$ cat src/rtl/glyph_pkg.sv
// Shared glyph geometry defaults and the pixel-order helper used by the fetcher and serialisers.
package glyph_pkg;

  localparam int GLYPH_WIDTH  = 8;
  localparam int GLYPH_HEIGHT = 16;
  localparam int GLYPH_COUNT  = 256;
  localparam int GLYPH_UCP_W  = 21;
  localparam int GLYPH_TAG_W  = 8;
  localparam int GLYPH_MAX_W  = 64;

  // Reverses the low 'width' bits of v; bits at and above 'width' come back as 0.
  function automatic logic [GLYPH_MAX_W-1:0] glyph_bitrev(input logic [GLYPH_MAX_W-1:0] v,
                                                          input int width);
    logic [GLYPH_MAX_W-1:0] r;
    r = '0;
    for (int i = 0; i < GLYPH_MAX_W; i++) begin
      if (i < width) r[6'(i)] = v[6'(width - 1 - i)];
    end
    return r;
  endfunction

endpackage

$ cat src/rtl/glyph_line_fetch_if.sv
// Request/response bundle of the glyph line fetcher.
// Handshake: a beat transfers on a rising edge where valid && ready; the source holds its payload
// and valid until that edge, and ready may depend combinationally on downstream state.
interface glyph_line_fetch_if #(
  parameter int WIDTH  = 8,
  parameter int LINE_W = 4,
  parameter int UCP_W  = 21,
  parameter int TAG_W  = 8
);

  logic              in_valid;
  logic              in_ready;
  logic [UCP_W-1:0]  in_ucp;
  logic [LINE_W-1:0] in_line;
  logic [TAG_W-1:0]  in_tag;

  logic              out_valid;
  logic              out_ready;
  logic [WIDTH-1:0]  out_line;
  logic [TAG_W-1:0]  out_tag;
  logic              out_miss;

  modport master (
    output in_valid, in_ucp, in_line, in_tag, out_ready,
    input  in_ready, out_valid, out_line, out_tag, out_miss
  );

  modport slave (
    input  in_valid, in_ucp, in_line, in_tag, out_ready,
    output in_ready, out_valid, out_line, out_tag, out_miss
  );

endinterface

$ cat src/rtl/rom_sync.sv
// Synchronous-read ROM. The contents are the address pattern word[a] = a,
// which doubles as a self-describing test font.
module rom_sync #(
  parameter int    WIDTH  = 8,
  parameter int    DEPTH  = 4096,
  parameter string INIT_F = ""
) (
  input  logic                     clk,
  input  logic [$clog2(DEPTH)-1:0] i_addr,
  output logic [WIDTH-1:0]         o_data
);

  always_ff @(posedge clk) begin
    o_data <= WIDTH'(i_addr);
  end

endmodule

$ cat src/rtl/glyph_line_fetch.sv
// Streaming glyph-line fetcher: code point + line -> one line of pixels, 3-stage pipe, 1 line/clock.
// Optional GLYPH_LINE_FETCH_MISS_CNT_EN adds a saturating miss_cnt output.
module glyph_line_fetch
  import glyph_pkg::*;
#(
  parameter int    WIDTH       = GLYPH_WIDTH,
  parameter int    HEIGHT      = GLYPH_HEIGHT,
  parameter int    COUNT       = GLYPH_COUNT,
  parameter int    OFFSET      = 0,
  parameter int    REPLACE_IDX = 0,
  parameter int    UCP_W       = GLYPH_UCP_W,
  parameter int    TAG_W       = GLYPH_TAG_W,
  parameter string FONT_FILE   = "",
  parameter bit    LSB         = 1'b0
) (
  input  logic              clk,
  input  logic              rst_n,
  glyph_line_fetch_if.slave bus
`ifdef GLYPH_LINE_FETCH_MISS_CNT_EN
  ,
  output logic [15:0]       miss_cnt
`endif
);

  localparam int LINE_W = $clog2(HEIGHT);
  localparam int DEPTH  = HEIGHT * COUNT;
  localparam int AW     = $clog2(DEPTH);
  localparam int IDX_W  = (COUNT > 1) ? $clog2(COUNT) : 1;

  logic w_adv;

  logic signed [UCP_W:0] w_idx_s;
  logic                  w_miss;
  logic                  w_blank;
  logic [IDX_W-1:0]      w_idx;
  logic [LINE_W-1:0]     w_line_eff;
  logic [AW-1:0]         w_addr;

  logic              r_s1_vld;
  logic [AW-1:0]     r_s1_addr;
  logic [TAG_W-1:0]  r_s1_tag;
  logic              r_s1_miss;
  logic              r_s1_blank;

  logic              r_s2_vld;
  logic [AW-1:0]     r_s2_addr;
  logic [TAG_W-1:0]  r_s2_tag;
  logic              r_s2_miss;
  logic              r_s2_blank;

  logic [AW-1:0]     w_rom_addr;
  logic [WIDTH-1:0]  w_rom_data;
  logic [WIDTH-1:0]  w_conv;

  logic              r_out_vld;
  logic [WIDTH-1:0]  r_out_line;
  logic [TAG_W-1:0]  r_out_tag;
  logic              r_out_miss;

  assign w_adv        = !r_out_vld || bus.out_ready;
  assign bus.in_ready = w_adv;

  // Signed difference so code points below OFFSET show up as negative rather than wrapping.
  assign w_idx_s    = $signed({1'b0, bus.in_ucp}) - $signed((UCP_W + 1)'(OFFSET));
  assign w_miss     = w_idx_s[UCP_W] || (w_idx_s >= $signed((UCP_W + 1)'(COUNT)));
  assign w_idx      = w_miss ? IDX_W'(REPLACE_IDX) : w_idx_s[IDX_W-1:0];
  assign w_blank    = ({1'b0, bus.in_line} >= (LINE_W + 1)'(HEIGHT));
  assign w_line_eff = w_blank ? '0 : bus.in_line;
  assign w_addr     = AW'(w_idx) * AW'(HEIGHT) + AW'(w_line_eff);

  always_ff @(posedge clk or negedge rst_n) begin
    if (!rst_n) begin
      r_s1_vld   <= 1'b0;
      r_s1_addr  <= '0;
      r_s1_tag   <= '0;
      r_s1_miss  <= 1'b0;
      r_s1_blank <= 1'b0;
    end else if (w_adv) begin
      r_s1_vld   <= bus.in_valid;
      r_s1_addr  <= w_addr;
      r_s1_tag   <= bus.in_tag;
      r_s1_miss  <= w_miss;
      r_s1_blank <= w_blank;
    end
  end

  // During a stall the ROM re-reads the address whose word already sits in S2, so the
  // registered ROM output stays aligned with the held S2 sideband without a read enable.
  assign w_rom_addr = w_adv ? r_s1_addr : r_s2_addr;

  rom_sync #(
    .WIDTH  (WIDTH),
    .DEPTH  (DEPTH),
    .INIT_F (FONT_FILE)
  ) u_rom (
    .clk    (clk),
    .i_addr (w_rom_addr),
    .o_data (w_rom_data)
  );

  always_ff @(posedge clk or negedge rst_n) begin
    if (!rst_n) begin
      r_s2_vld   <= 1'b0;
      r_s2_addr  <= '0;
      r_s2_tag   <= '0;
      r_s2_miss  <= 1'b0;
      r_s2_blank <= 1'b0;
    end else if (w_adv) begin
      r_s2_vld   <= r_s1_vld;
      r_s2_addr  <= r_s1_addr;
      r_s2_tag   <= r_s1_tag;
      r_s2_miss  <= r_s1_miss;
      r_s2_blank <= r_s1_blank;
    end
  end

  // Output bit 0 is always the left-most pixel; MSB-left fonts get reversed here.
  assign w_conv = LSB ? w_rom_data : WIDTH'(glyph_bitrev(GLYPH_MAX_W'(w_rom_data), WIDTH));

  always_ff @(posedge clk or negedge rst_n) begin
    if (!rst_n) begin
      r_out_vld  <= 1'b0;
      r_out_line <= '0;
      r_out_tag  <= '0;
      r_out_miss <= 1'b0;
    end else if (w_adv) begin
      r_out_vld  <= r_s2_vld;
      r_out_line <= r_s2_blank ? '0 : w_conv;
      r_out_tag  <= r_s2_tag;
      r_out_miss <= r_s2_miss;
    end
  end

  assign bus.out_valid = r_out_vld;
  assign bus.out_line  = r_out_line;
  assign bus.out_tag   = r_out_tag;
  assign bus.out_miss  = r_out_miss;

`ifdef GLYPH_LINE_FETCH_MISS_CNT_EN
  logic [15:0] r_miss_cnt;

  always_ff @(posedge clk or negedge rst_n) begin
    if (!rst_n) begin
      r_miss_cnt <= '0;
    end else if (r_out_vld && bus.out_ready && r_out_miss && (r_miss_cnt != 16'hFFFF)) begin
      r_miss_cnt <= r_miss_cnt + 16'd1;
    end
  end

  assign miss_cnt = r_miss_cnt;
`endif

endmodule

$ cat src/flat_wrapper.sv
// flat-port wrapper written by rule: the top's interface ports become plain ports
module glyph_line_fetch_flat import glyph_pkg::*;
#(
  parameter int    WIDTH       = GLYPH_WIDTH,
  parameter int    HEIGHT      = GLYPH_HEIGHT,
  parameter int    COUNT       = GLYPH_COUNT,
  parameter int    OFFSET      = 0,
  parameter int    REPLACE_IDX = 0,
  parameter int    UCP_W       = GLYPH_UCP_W,
  parameter int    TAG_W       = GLYPH_TAG_W,
  parameter string FONT_FILE   = "",
  parameter bit    LSB         = 1'b0
)
  (clk, rst_n, bus_in_valid, bus_in_ucp, bus_in_line, bus_in_tag, bus_out_ready, bus_in_ready, bus_out_valid, bus_out_line, bus_out_tag, bus_out_miss);
  glyph_line_fetch_if #(.WIDTH(WIDTH), .LINE_W((4)), .UCP_W(UCP_W), .TAG_W(TAG_W)) bus_i ();
  input  logic clk;
  input  logic rst_n;
  input wire logic [$bits(bus_i.in_valid)-1:0] bus_in_valid;
  input wire logic [$bits(bus_i.in_ucp)-1:0] bus_in_ucp;
  input wire logic [$bits(bus_i.in_line)-1:0] bus_in_line;
  input wire logic [$bits(bus_i.in_tag)-1:0] bus_in_tag;
  input wire logic [$bits(bus_i.out_ready)-1:0] bus_out_ready;
  output wire logic [$bits(bus_i.in_ready)-1:0] bus_in_ready;
  output wire logic [$bits(bus_i.out_valid)-1:0] bus_out_valid;
  output wire logic [$bits(bus_i.out_line)-1:0] bus_out_line;
  output wire logic [$bits(bus_i.out_tag)-1:0] bus_out_tag;
  output wire logic [$bits(bus_i.out_miss)-1:0] bus_out_miss;
  assign bus_i.in_valid = bus_in_valid;
  assign bus_i.in_ucp = bus_in_ucp;
  assign bus_i.in_line = bus_in_line;
  assign bus_i.in_tag = bus_in_tag;
  assign bus_i.out_ready = bus_out_ready;
  assign bus_in_ready = bus_i.in_ready;
  assign bus_out_valid = bus_i.out_valid;
  assign bus_out_line = bus_i.out_line;
  assign bus_out_tag = bus_i.out_tag;
  assign bus_out_miss = bus_i.out_miss;
  glyph_line_fetch #(.WIDTH(WIDTH), .HEIGHT(HEIGHT), .COUNT(COUNT), .OFFSET(OFFSET), .REPLACE_IDX(REPLACE_IDX), .UCP_W(UCP_W), .TAG_W(TAG_W), .FONT_FILE(FONT_FILE), .LSB(LSB)) u_core (.clk(clk), .rst_n(rst_n), .bus(bus_i));
endmodule
$ cat config.mk
export PLATFORM = sky130hd
export DESIGN_NAME = glyph_line_fetch_flat
export DESIGN_NICKNAME = d
export VERILOG_FILES = /design/src/rtl/glyph_pkg.sv /design/src/rtl/glyph_line_fetch_if.sv /design/src/rtl/rom_sync.sv /design/src/rtl/glyph_line_fetch.sv /design/src/flat_wrapper.sv
export SDC_FILE = /design/constraint.sdc
export NUM_CORES = 1
export LEC_CHECK = 0
export CELL_PAD_IN_SITES_DETAIL_PLACEMENT = 1
export CELL_PAD_IN_SITES_GLOBAL_PLACEMENT = 1
export CORE_ASPECT_RATIO = 1.75
export CORE_MARGIN = 2
export CORE_UTILIZATION = 39
export DETAILED_ROUTE_END_ITERATION = 16
export PLACE_DENSITY_LB_ADDON = 0.2
export SLEW_MARGIN = 0
export SYNTH_ARGS = -nofsm -noshare
export SYNTH_HDL_FRONTEND = slang
export SYNTH_SLANG_ARGS = --single-unit
$ cat constraint.sdc
create_clock -name clk -period 2 [get_ports clk]
set_input_delay 0.4 -clock clk [delete_from_list [all_inputs] [get_ports clk]]
set_output_delay 0.4 -clock clk [all_outputs]
set_load 0.02 [all_outputs]
==> results <==
- The run finished with clean final reports.
- The worst register-to-register path ends at u_core.r_s2_tag[4].
- In this run, CTS created clock tree buffers numbering 9.
- The data required time at the worst endpoint is 1.60 ns.
- In this run the worst path has a maximum fanout of 2.
- The register-to-register setup slack is 0.53 ns.
- The clock drives 62 sinks.
- The initial utilization of the core area, before any placement, comes to 0.404.
- The final hold violation count came to 0.
- Using the TritonRoute via totals, the vias-per-cell ratio works out to 4.47.
- The tree is rooted in a sky130_fd_sc_hd__clkbuf_8.
- The fraction of power consumed by the clock network is 0.256.
- The number of placed instances, taps included, is 359.
- The setup violation total in the final timing report is 0.
- The number of nets in the synthesized netlist is 275.
- After clock tree synthesis, the clock-pin slew on the worst setup and hold paths is 0.06 ns.
- The total of flip-flops plus latches after synthesis is 62.
- Across the run, the number of max-cap violations was 0.
- The setup TNS is 0 ns.
- Before antenna repair, the detailed router went through 4 iterations.
- The detailed router finished its first iteration with 35 violations.
- The first global-routing pass estimated 7490 um of wire.
- Wires add up to 4270 um.
- For the finished layout, the period the worst path requires is 1.75 ns.
- The number of fillers in the final layout is 651.
- After layout, the design draws a total of 3.68 mW.
- The number of pins exceeding their max-slew limit in the final report is 0.
- The post-synthesis instance area is 0.00224 mm^2.
- Power spread over the standard cell area amounts to 1230 mW/mm^2.
- Relative to the synthesized area, the layout overhead comes to 33.7%.
- The count of unresolved DRC violations after routing is 0.
- STA classifies the critical path endpoint as a primary output.
- The initial antenna violation count came to 0.
- Traced cell by cell, the critical path runs through clkdlybuf4s50_1 -> nor2b_4 -> inv_4 -> dlygate4sd2_1.
- After detailed routing, the average wire length per cell comes to 11.4 um.
- The net count of the finished layout is 331.
- The count of mapped cells out of synthesis is 238.
- The category of the critical setup timing path is in -> out.
- The cell area after placement is 0.00282 mm^2.
- The cts-stage hold buffer count is 0.
- The width of the die is 61.3 um.
- For the final database, setup skew stands at 0.00749 ns.
- The yosys synthesis warning count is 0.
- The part of the cycle the worst path needs is 0.875.
- The final standard cell count with taps included and fillers excluded is 375.
- The number of H-tree levels is 3.
- The largest vdd supply drop is 850 uV.
- The total global-route track usage is 0.161.
- The I/O pin count is 56.
- The die is 104 um tall.
- The number of antenna diodes is 0.
- The overall overflow remaining after global route is 0.
- The depth of the worst register-to-register path is 6.
- The worst relative slew slack is 0.654.
- The placeable core region is 0.00554 mm^2.
- The TritonCTS clock tree is yes.
- For this design the static power due to leakage is 1.50 nW.
- The maximum clock insertion buffer count is 2.
- The number of nets with antenna violations after detailed routing is 0.
- The fraction of final layout cells with drive strength greater than 1 is 0.0769.
- Of the total power, registers draw 0.470.
- The cell type of the slowest stage on the worst timing path is sky130_fd_sc_hd__clkdlybuf4s50_1.
- The part of the total power dissipated in combinational logic is 0.274.
- The switching part of the total is 0.311.
- The via count of the first global-routing pass is 1,745.
- Across all hold checks on the routed design, the worst slack comes to 0.0178 ns.
- The number of different library cells used by synthesis comes to 14.
- The largest net degree at the start of global routing is 53.
- The die covers 0.00638 mm^2.
- Based on the critical path, the design can be clocked at up to 572 MHz.
- The startpoint class of the critical path is an input port.
- The count of input and output buffers is 51.
- The internal cell power is 2.54 mW.
- Detailed placement ended at an HPWL of 2880 um.
- Of the synthesized area, sequential elements account for 0.676.
- Setup repair after global routing left no endpoint under its margin.
- For this run, the slowest stage of the critical path takes 0.44 ns.
- The transition time of the tightest slew-check pin is 0.520 ns.
- The cell row count is 36.
- The weighted congestion reported at the end of routability-driven placement is 0.681.
- Each instance of the synthesized netlist takes up on average 9.40 um^2.
- At the later pin of the worst-skew pair, clock insertion delay measures 0.33 ns.
- The final design area excluding fillers is 0.00299 mm^2.
- The reported net switching power is 1.15 mW.
- The total via count after detailed routing is 1,675.
- The endpoint arrival time on the critical path is 1.35 ns.
- In this run the worst hold path is classified as in -> async.
- The buffers inserted during post-CTS setup optimization is 0.
- The reg-to-reg startpoint is u_core.bus.out_valid.
## sequential cells by signal, indices dropped and copies added, names as in the netlist, 8 cells and up
name and flops:
u_core.bus.out_tag 8, u_core.r_s1_tag 8, u_core.r_s2_tag 8, u_core.r_s2_addr 8, u_core.r_s1_addr 8, u_core.bus.out_line 8
u_core.u_rom.o_data 8
## stage by stage
| step | utilization | setup WS, ns |
|---|---|---|
| 2_1_floorplan | - | 0.547 |
| 3_3_place_gp | 0.509 | -0.0102 |
| 3_5_place_dp | 0.509 | -0.0159 |
| 4_1_cts | 0.540 | 0.235 |
| 5_1_grt | 0.540 | 0.211 |
| 6_report | 0.540 | 0.251 |
## layout make-up
| cell class | count | area [um^2] | share of cell area |
|---|---|---|---|
| sequential | 62 | 1510 | 0.505 |
| multi-input combinational | 164 | 666 | 0.223 |
| timing repair buffer | 56 | 542 | 0.181 |
| clock buffer | 15 | 166 | 0.0556 |
| tap | 76 | 95.1 | 0.0318 |
| inverter | 1 | 6.26 | 0.00209 |
| clock inverter | 1 | 5.00 | 0.00167 |
## worst max-delay path, delay by kind of cell
kind                   cells  cell delay [ns]
buffers and inverters      3             0.79
AND/OR/NAND/NOR            1             0.15
## placed cells by master, fill, tap and decap left out, types with 2 or more instances in the layout
master                              n
sky130_fd_sc_hd__buf_4              5
sky130_fd_sc_hd__clkdlybuf4s50_1   49
sky130_fd_sc_hd__dfrtp_1           54
sky130_fd_sc_hd__nor4_2             2
sky130_fd_sc_hd__dfxtp_1            8
sky130_fd_sc_hd__clkbuf_8          11
sky130_fd_sc_hd__o21ai_0            4
sky130_fd_sc_hd__clkbuf_1           4
sky130_fd_sc_hd__nand2_1          152
## power groups by stage
| stage | Clock (mW) | Combinational (mW) | Sequential (mW) |
|---|---|---|---|
| global route | 1.04 | 1.14 | 1.77 |
| finish | 0.943 | 1.01 | 1.73 |
| global placement | 0 | 1.01 | 1.74 |
| floorplan | 0 | 0.420 | 1.89 |
| detailed placement | 0 | 1.04 | 1.76 |
| CTS | 0.988 | 1.03 | 1.74 |
## worst max path at each step
stage	from	to	slack, ns	cells after the start
floorplan	u_core.bus.out_valid	bus_in_ready	0.55	4
finish	bus_out_ready	bus_in_ready	0.25	4
global route	bus_out_ready	bus_in_ready	0.21	4
CTS	bus_out_ready	bus_in_ready	0.23	4
global placement	bus_out_ready	bus_in_ready	-0.01	4
detailed placement	bus_out_ready	bus_in_ready	-0.02	4
## cells in the mapped netlist
| cell | instances | share of area |
|---|---|---|
| sky130_fd_sc_hd__buf_2 | 10 | 0.022 |
| sky130_fd_sc_hd__buf_6 | 1 | 0.0050 |
| sky130_fd_sc_hd__nand2_1 | 152 | 0.26 |
| sky130_fd_sc_hd__nor2_1 | 1 | 0.0017 |
| sky130_fd_sc_hd__nand4_1 | 1 | 0.0028 |
| sky130_fd_sc_hd__inv_4 | 1 | 0.0028 |
| sky130_fd_sc_hd__mux2_4 | 1 | 0.0067 |
| sky130_fd_sc_hd__nand2b_1 | 1 | 0.0028 |
| sky130_fd_sc_hd__nor2b_1 | 1 | 0.0028 |
| sky130_fd_sc_hd__nor4_2 | 2 | 0.011 |
| sky130_fd_sc_hd__dfrtp_1 | 54 | 0.60 |
| sky130_fd_sc_hd__o21ai_0 | 4 | 0.0089 |
| sky130_fd_sc_hd__nor3_1 | 1 | 0.0022 |
| sky130_fd_sc_hd__dfxtp_1 | 8 | 0.072 |
## layer usage
layer	global-route usage	wire length, um	up-vias
met5	0	0	-
met4	0.0978	99	0
met3	0.0485	136	8
met2	0.258	2280	28
met1	0.177	1750	808
li1	-	-	831
## cells by family (layout without fill, tap and decap cells)
group,count (synthesis),count (layout),share of synthesized area
compound gates,4,4,0.00895
buf+inv,12,73,0.0302
mux,1,1,0.00671
simple gates,159,159,0.279
flops,62,62,0.676
## timing repair
item                                    in CTS  in global routing
endpoints found under the setup margin       1                  0
gates resized for setup                      1                  0
hold endpoints to repair                     0                  0
No activity file was read; power rests on OpenSTA's default activity.
